### config.mk
export PLATFORM = sky130hd
export DESIGN_NAME = difftest_log_event
export DESIGN_NICKNAME = d
export VERILOG_FILES = /design/src/rtl/difftest_log_event.sv
export SDC_FILE = /design/constraint.sdc
export NUM_CORES = 1
export LEC_CHECK = 0
export CORE_UTILIZATION = 50
export CTS_CLUSTER_SIZE = 24
export DETAILED_ROUTE_END_ITERATION = 16
export GPL_TIMING_DRIVEN = 1
export PLACE_DENSITY_LB_ADDON = 0.1
export SYNTH_ARGS = -nofsm -noshare
export SYNTH_HDL_FRONTEND = slang
export SYNTH_SLANG_ARGS = --single-unit
### constraint.sdc
create_clock -name clk -period 4.5 [get_ports clk]
set_clock_uncertainty 0.1 [all_clocks]
set_input_delay 0.675 -clock clk [delete_from_list [all_inputs] [get_ports clk]]
set_output_delay 0.675 -clock clk [all_outputs]
set_load 0.005 [all_outputs]
### src/rtl/difftest_log_event.sv
// ----------------------------------------------------------------------------
// difftest_log_event
//
// Observation-only performance-event sink. It samples a free-running 32-bit
// event counter every cycle and derives:
//   - the per-cycle increment (delta),
//   - a 64-bit wrap-extended running total,
//   - the largest per-cycle increment seen since reset,
//   - the increment sum over each fixed window of INTERVAL cycles.
// When DIFFTEST is defined, each completed window and a final summary are
// reported, tagged with NAME and the core id. Nothing here feeds back into
// the core datapath.
//
// Parameters:
//   NAME          string tag used in report lines
//   INTERVAL      window length in cycles (must be >= 1)
//
// Ports:
//   clk           core clock, rising-edge active
//   rst           asynchronous, active-low reset
//   coreid[7:0]   core index, report text only
//   value[31:0]   monitored event counter (monotonic modulo 2^32)
//   delta[31:0]   registered increment of value over the previous cycle
//   total[63:0]   registered running sum of all increments
//   max_delta     registered largest delta since reset (unsigned)
//   window_count  increment sum over the last completed window
//   window_valid  one-cycle pulse when window_count is updated
// ----------------------------------------------------------------------------
module difftest_log_event #(
    parameter     NAME     = "event",
    parameter int INTERVAL = 1024
) (
    input  logic        clk,
    input  logic        rst,
    input  logic [7:0]  coreid,
    input  logic [31:0] value,
    output logic [31:0] delta,
    output logic [63:0] total,
    output logic [31:0] max_delta,
    output logic [31:0] window_count,
    output logic        window_valid
);

    // A one-cycle window still needs a 1-bit counter that simply sits at 0.
    localparam int              CYC_W    = (INTERVAL > 1) ? $clog2(INTERVAL) : 1;
    localparam logic [CYC_W-1:0] CYC_LAST = CYC_W'(INTERVAL - 1);

    logic [31:0]      last_value_reg, last_value_next;
    logic [31:0]      win_acc_reg,    win_acc_next;
    logic [CYC_W-1:0] cyc_reg,        cyc_next;
    logic [31:0]      delta_reg,      delta_next;
    logic [63:0]      total_reg,      total_next;
    logic [31:0]      max_delta_reg,  max_delta_next;
    logic [31:0]      window_count_reg, window_count_next;
    logic             window_valid_reg, window_valid_next;

    // Modulo-2^32 subtraction: a smaller value than last time is a counter
    // wrap, and the natural 32-bit borrow already yields value + 2^32 - last.
    logic [31:0] inc;
    assign inc = value - last_value_reg;

    always_comb begin
        last_value_next   = value;
        delta_next        = inc;
        total_next        = total_reg + {32'd0, inc};
        max_delta_next    = (inc > max_delta_reg) ? inc : max_delta_reg;
        window_count_next = window_count_reg;
        window_valid_next = 1'b0;
        win_acc_next      = win_acc_reg + inc;
        cyc_next          = cyc_reg + 1'b1;

        if (cyc_reg == CYC_LAST) begin
            // Close the window including this cycle's increment.
            window_count_next = win_acc_reg + inc;
            window_valid_next = 1'b1;
            win_acc_next      = 32'd0;
            cyc_next          = '0;
        end
    end

    // Reset clears everything at once; a partially filled window is simply
    // thrown away, so no pulse is issued for it.
    always_ff @(posedge clk or negedge rst) begin
        if (!rst) begin
            last_value_reg   <= 32'd0;
            win_acc_reg      <= 32'd0;
            cyc_reg          <= '0;
            delta_reg        <= 32'd0;
            total_reg        <= 64'd0;
            max_delta_reg    <= 32'd0;
            window_count_reg <= 32'd0;
            window_valid_reg <= 1'b0;
        end else begin
            last_value_reg   <= last_value_next;
            win_acc_reg      <= win_acc_next;
            cyc_reg          <= cyc_next;
            delta_reg        <= delta_next;
            total_reg        <= total_next;
            max_delta_reg    <= max_delta_next;
            window_count_reg <= window_count_next;
            window_valid_reg <= window_valid_next;
        end
    end

    assign delta        = delta_reg;
    assign total        = total_reg;
    assign max_delta    = max_delta_reg;
    assign window_count = window_count_reg;
    assign window_valid = window_valid_reg;

    // coreid and NAME only matter to the report text; keep them referenced
    // so builds without reporting stay warning-free.
    logic                     unused_coreid;
    logic [$bits(NAME)-1:0]   unused_name_bits;
    assign unused_coreid    = ^coreid;
    assign unused_name_bits = NAME;

`ifdef DIFFTEST
    // Sampled at the edge after the window closed, so window_count and
    // total show the values registered on the closing edge.
    always @(posedge clk) begin
        if (rst && window_valid_reg && DLog::logValid) begin
            $display("[%16d] core%0d %s window=%0d total=%0d",
                     DLog::cycleCnt, coreid, NAME, window_count_reg, total_reg);
        end
    end

    final begin
        $display("core%0d %s total=%0d max=%0d", coreid, NAME, total_reg, max_delta_reg);
    end
`endif

endmodule

# Word level (Yosys, flattened, before mapping)

Cells that the tools add are included.

Memories: 0
Output and inout bits: 161
Input port bits: 42
Bits in read-only memories: 0
Latch bits: 0
Flip-flop bits (word level): 235
Memory bits (writable): 0
Logic and storage cells: 17

Shifts and indexed selects: 0
Equal/unequal tests: 1
$lt $le $gt $ge: 1
Muxes and demuxes: 3
$add $sub $neg: 4
$mul: 0
Divide/modulo/power cells: 0
Reductions and logical operators: 0
Bitwise operators: 0

Operators by type and width:

| cell                  | count |
|---|---|
| $add 64x32->64        | 1 |
| $add 32x32->32        | 1 |
| $gt 32x32->1          | 1 |
| $mux 32               | 1 |
| $sub 32x32->32        | 1 |
| $add 10x1->10 const B | 1 |
| $eq 10x10->1 const B  | 1 |
| $mux 10               | 1 |
| $mux 1                | 1 |

# Depth between registers and ports, before layout

Depth after elaboration: 3
Gate-level depth with buffers: 24
Mapped depth without buffers: 22

# Least setup slack after synthesis

Ideal clock, no wire load.

Path type: input to register
Start: input port value[0]
End: register window_count_reg[31], in the netlist window_count[31]
Path buffers: 0
Cell stages on the path: 22
Slack: -0.490 ns
Setup time: 0.125 ns
Data arrival time: 4.765 ns
Required time: 4.275 ns
Cells stage by stage: inv_1 > ha_1 > inv_1 > fa_1 > a21o_1 > a21oi_1 > o211ai_1 > a31oi_1 > o21ai_1 > a21o_1 > a21oi_1 > xnor2_1 > ha_1 > a211o_1 > a21oi_1 > o21a_1 > o21ai_0 > o41ai_2 > o2111ai_1 > o21ai_0 > xnor3_1 > mux2_2

Cells in the longest elaborated chain, start to end: 2

Ends and longest elaborated chain:

| element                  | line | source |
|---|---|---|
| from (decl)              | 36   | `input logic [31:0] value,` |
| $sub 32x32->32           | 60   | `assign inc = value - last_value_reg;` |
| named net delta_next[14] | 51   | `logic [31:0] delta_reg, delta_next;` |
| $add 32x32->32           | 74   | `window_count_next = win_acc_reg + inc;` |
| to (signal assigned)     | 100  | `window_count_reg <= window_count_next;` |
| to (decl)                | 54   | `logic [31:0] window_count_reg, window_count_next;` |

The timed path passes the listed nets, and every way through them passes these cells.
A chain may end at the register's enable or synchronous reset.

# Worst setup path in the final report

Start: input port value[10]
End: register window_count_reg[31], in the netlist window_count[31]

The elaborated chain is that of the path after synthesis.

==> results.sh <==
export IMPL_status="finished, violations left"
export IMPL_violations="negative setup slack"
export IMPL_cts_sinks=235
export IMPL_grt_pass1_wl_mm=61.4
export IMPL_insertedDiodeCount=0
export IMPL_r2r_end="window_count[31]"
export IMPL_rsz0062_at_grt="true"
export IMPL_internal_power_mw=9.53
export IMPL_antenna_left=0
export IMPL_r2r_start="last_value_reg[0]"
export IMPL_syn_avg_cell_area_um2=10.1
export IMPL_ys_ff_latch=235
export IMPL_arrival_ps=5000
export IMPL_clock_power_share_pct=15.9
export IMPL_grt_usage_pct=28.8
export IMPL_fin_ws_ps=-166
export IMPL_max_freq_ghz=0.214
export IMPL_grt_remaining_overflow=0
export IMPL_yosysUniqueCellTypes=75
export IMPL_hpwl_mm=28.5
export IMPL_worstSetupStartpointType="input pin"
export IMPL_reg2reg_depth=23
export IMPL_io_pins=203
export IMPL_route_detailed_drc=0
export IMPL_max_slew_margin_pct=35.7
export IMPL_seqPwrFrac_pct=20.7
export IMPL_syn_to_final_growth_pct=56.3
export IMPL_drive_gt1_share_pct=33.4
export IMPL_finalCritPeriodShare_pct=104
export IMPL_async_reset_ff_share_pct=100
export IMPL_port_buffers=194
export IMPL_ir_drop_mv=0.390
export IMPL_drt_iter0_drc=736
export IMPL_fillers=1687
export IMPL_die_width_um=165
export IMPL_critPathMaxStageDelay_ps=430
export IMPL_tritoncts="done"
export IMPL_vias=12200
export IMPL_fin_nets=2069
export IMPL_synth_top_area_share_pct=44.2
export IMPL_critical_path_cell_chain="clkdlybuf4s50_1 > ha_1 > a21o_1 > buf_4 > a21oi_1 > o21ai_4 > buf_6 > a31oi_4 > buf_6 > o21ai_1 > xor2_1 > buf_4 > buf_12 > ha_1 > o21a_1 > o21ai_0 > a21oi_1 > o21ai_1 > xnor3_1 > mux2_2"
export IMPL_timing_setup_tns_ps=-5260
export IMPL_synthFlopType="dfrtp_1"
export IMPL_antenna_found_initial=0
export IMPL_clock_path_buffers=3
export IMPL_wire_per_inst_um=18.2
export IMPL_drt_wl_total_mm=41.0
export IMPL_htree_levels=1
export IMPL_fin_crit_ps=4670
export IMPL_place_gp_congestion=0.914
export IMPL_worstMarginPinSlew_ps=963
export IMPL_setup_viol=58
export IMPL_path_class="in2reg"
export IMPL_yosysWarnings=0
export IMPL_cp_slowest_cell="clkdlybuf4s50_1"
export IMPL_cts_buffers=28
export IMPL_start_util_pct=51.0
export IMPL_syn_nets=1492
export IMPL_via_per_inst=5.42
export IMPL_firstDrtPassIters=5
export IMPL_place_ws_ps=-1260
export IMPL_fp_row_count=59
export IMPL_pwr_share_comb_pct=63.3
export IMPL_rrSetupSlack_ps=-140
export IMPL_grt_pass1_vias=12100
export IMPL_worstPathRequired_ps=4840
export IMPL_dieArea_um2=27300
export IMPL_timing_final_hold_violations=0
export IMPL_die_height_um=165
export IMPL_switching_power_mw=5.96
export IMPL_min_path_type="in2async"
export IMPL_p_per_area_nw_per_um2=745
export IMPL_synthTopCellsByArea="dfrtp_1 (44%), ha_1 (12%), xnor2_1 (4.5%)"
export IMPL_cts_root_buf="clkbuf_16"
export IMPL_maxCapViolCount=0
export IMPL_finalMaxSlewViolations=0
export IMPL_synth_edf_count=0
export IMPL_syn_area_um2=13300
export IMPL_cellLeakagePower_nw=9.99
export IMPL_coreArea_um2=26100
export IMPL_grt_max_degree=105
export IMPL_clk_latency_ps=550
export IMPL_yosys_area_top_type="dfrtp_1"
export IMPL_crit_path_end_kind="flop"
export IMPL_seq_area_frac_synth_pct=44.2
export IMPL_critPathMaxFanout=4
export IMPL_sw_frac_of_total_pct=38.5
export IMPL_netlist_top_cells_count="dfrtp_1 (235), ha_1 (129), nand2_1 (114)"
export IMPL_netlist_instances=1318
export IMPL_largest_reg_flops=64
export IMPL_cts_clk_slew_worst_paths_ps=60
export IMPL_yosysMostFrequentCell="dfrtp_1"
[worst max-delay path by stage]
stage / start / end / slack, ps
after floorplan: value[0] / window_count[31] / -260
after global placement: value[0] / total[63] / -1240
after detailed placement: value[0] / total[45] / -1260
after CTS: last_value_reg[0] / total[45] / -120
after global routing: last_value_reg[0] / total[57] / -360
final: value[10] / window_count[31] / -170
[cell families after synthesis]
logic type	after synthesis	synth area share, %
multiplexers	28	2.37
XOR/XNOR	125	8.39
flip-flops	235	44.2
AO/OA/AOI/OAI	330	16.5
AND/OR/NAND/NOR	357	12.7
buffers and inverters	111	3.18
adder cells (fa/ha/maj)	132	12.6
[per-layer routing]
| layer | share of wire (%) | GRT usage, % |
|---|---|---|
| met2 | 48 | 48.1 |
| met4 | 2.4 | 8.76 |
| met5 | 0 | 0 |
| met3 | 5.7 | 5.27 |
| met1 | 44 | 37.9 |
[layout make-up]
| class | instances | area, um^2 | area share [%] |
|---|---|---|---|
| repair buffers | 571 | 4990 | 24.0 |
| inverters | 87 | 339 | 1.63 |
| well taps | 335 | 419 | 2.02 |
| multi-input cells | 972 | 8140 | 39.1 |
| clock buffers | 36 | 822 | 3.95 |
| clock inverters | 16 | 193 | 0.927 |
| flip-flops and latches | 235 | 5880 | 28.3 |
[critical path, delay by kind of cell]
family	cells	cell delay, ps
buf+inv	6	1230
xor+xnor	2	600
fa+ha+maj	2	600
compound gates	9	1610
mux	1	270
[cell usage in the layout (no fill, tap or decap), drive strengths merged, types with 10 or more instances in the layout]
master,n
and3,10
a31oi,11
xnor2,70
nor2,99
nor3,26
mux2,28
nor2b,15
clkdlybuf4s50,185
nand4,24
a21oi,84
buf,377
o21a,21
a211oi,10
o21ai,82
xor2,54
nand2,114
clkbuf,38
o21bai,10
and2,10
nand3,30
clkinv,10
ha,129
dfrtp,235
inv,88
a21o,58
[per-stage QoR]
step           utilization, %  cell area (um^2)  power, mW  cells  hold slack, ps
6_report                 79.8             20800       15.5   2252            40.0
3_3_place_gp             70.2             18300       11.2   2151             355
5_1_grt                  79.8             20800       16.4   2252             128
2_1_floorplan               -             13500       7.44   1318             279
4_1_cts                  76.4             19900       14.4   2223             102
3_5_place_dp             70.2             18300       11.4   2151             363
[timing repair]
action | CTS | global route
gates resized for setup | 79 | 125
setup buffers | 18 | 29
endpoints found under the setup margin | 107 | 102
hold buffers | 0 | 0
pin swaps | 51 | 73
gates cloned | 2 | 2
[power by group through the flow]
stage / clock, mW / combinational, mW / sequential [mW]
after floorplan: 0 / 4.36 / 3.09
after global placement: 0 / 8.04 / 3.19
after detailed placement: 0 / 8.20 / 3.20
after CTS: 2.50 / 8.77 / 3.18
after global routing: 2.58 / 10.6 / 3.25
final: 2.47 / 9.81 / 3.21
Note: power is estimated with default switching activity, not from simulation.
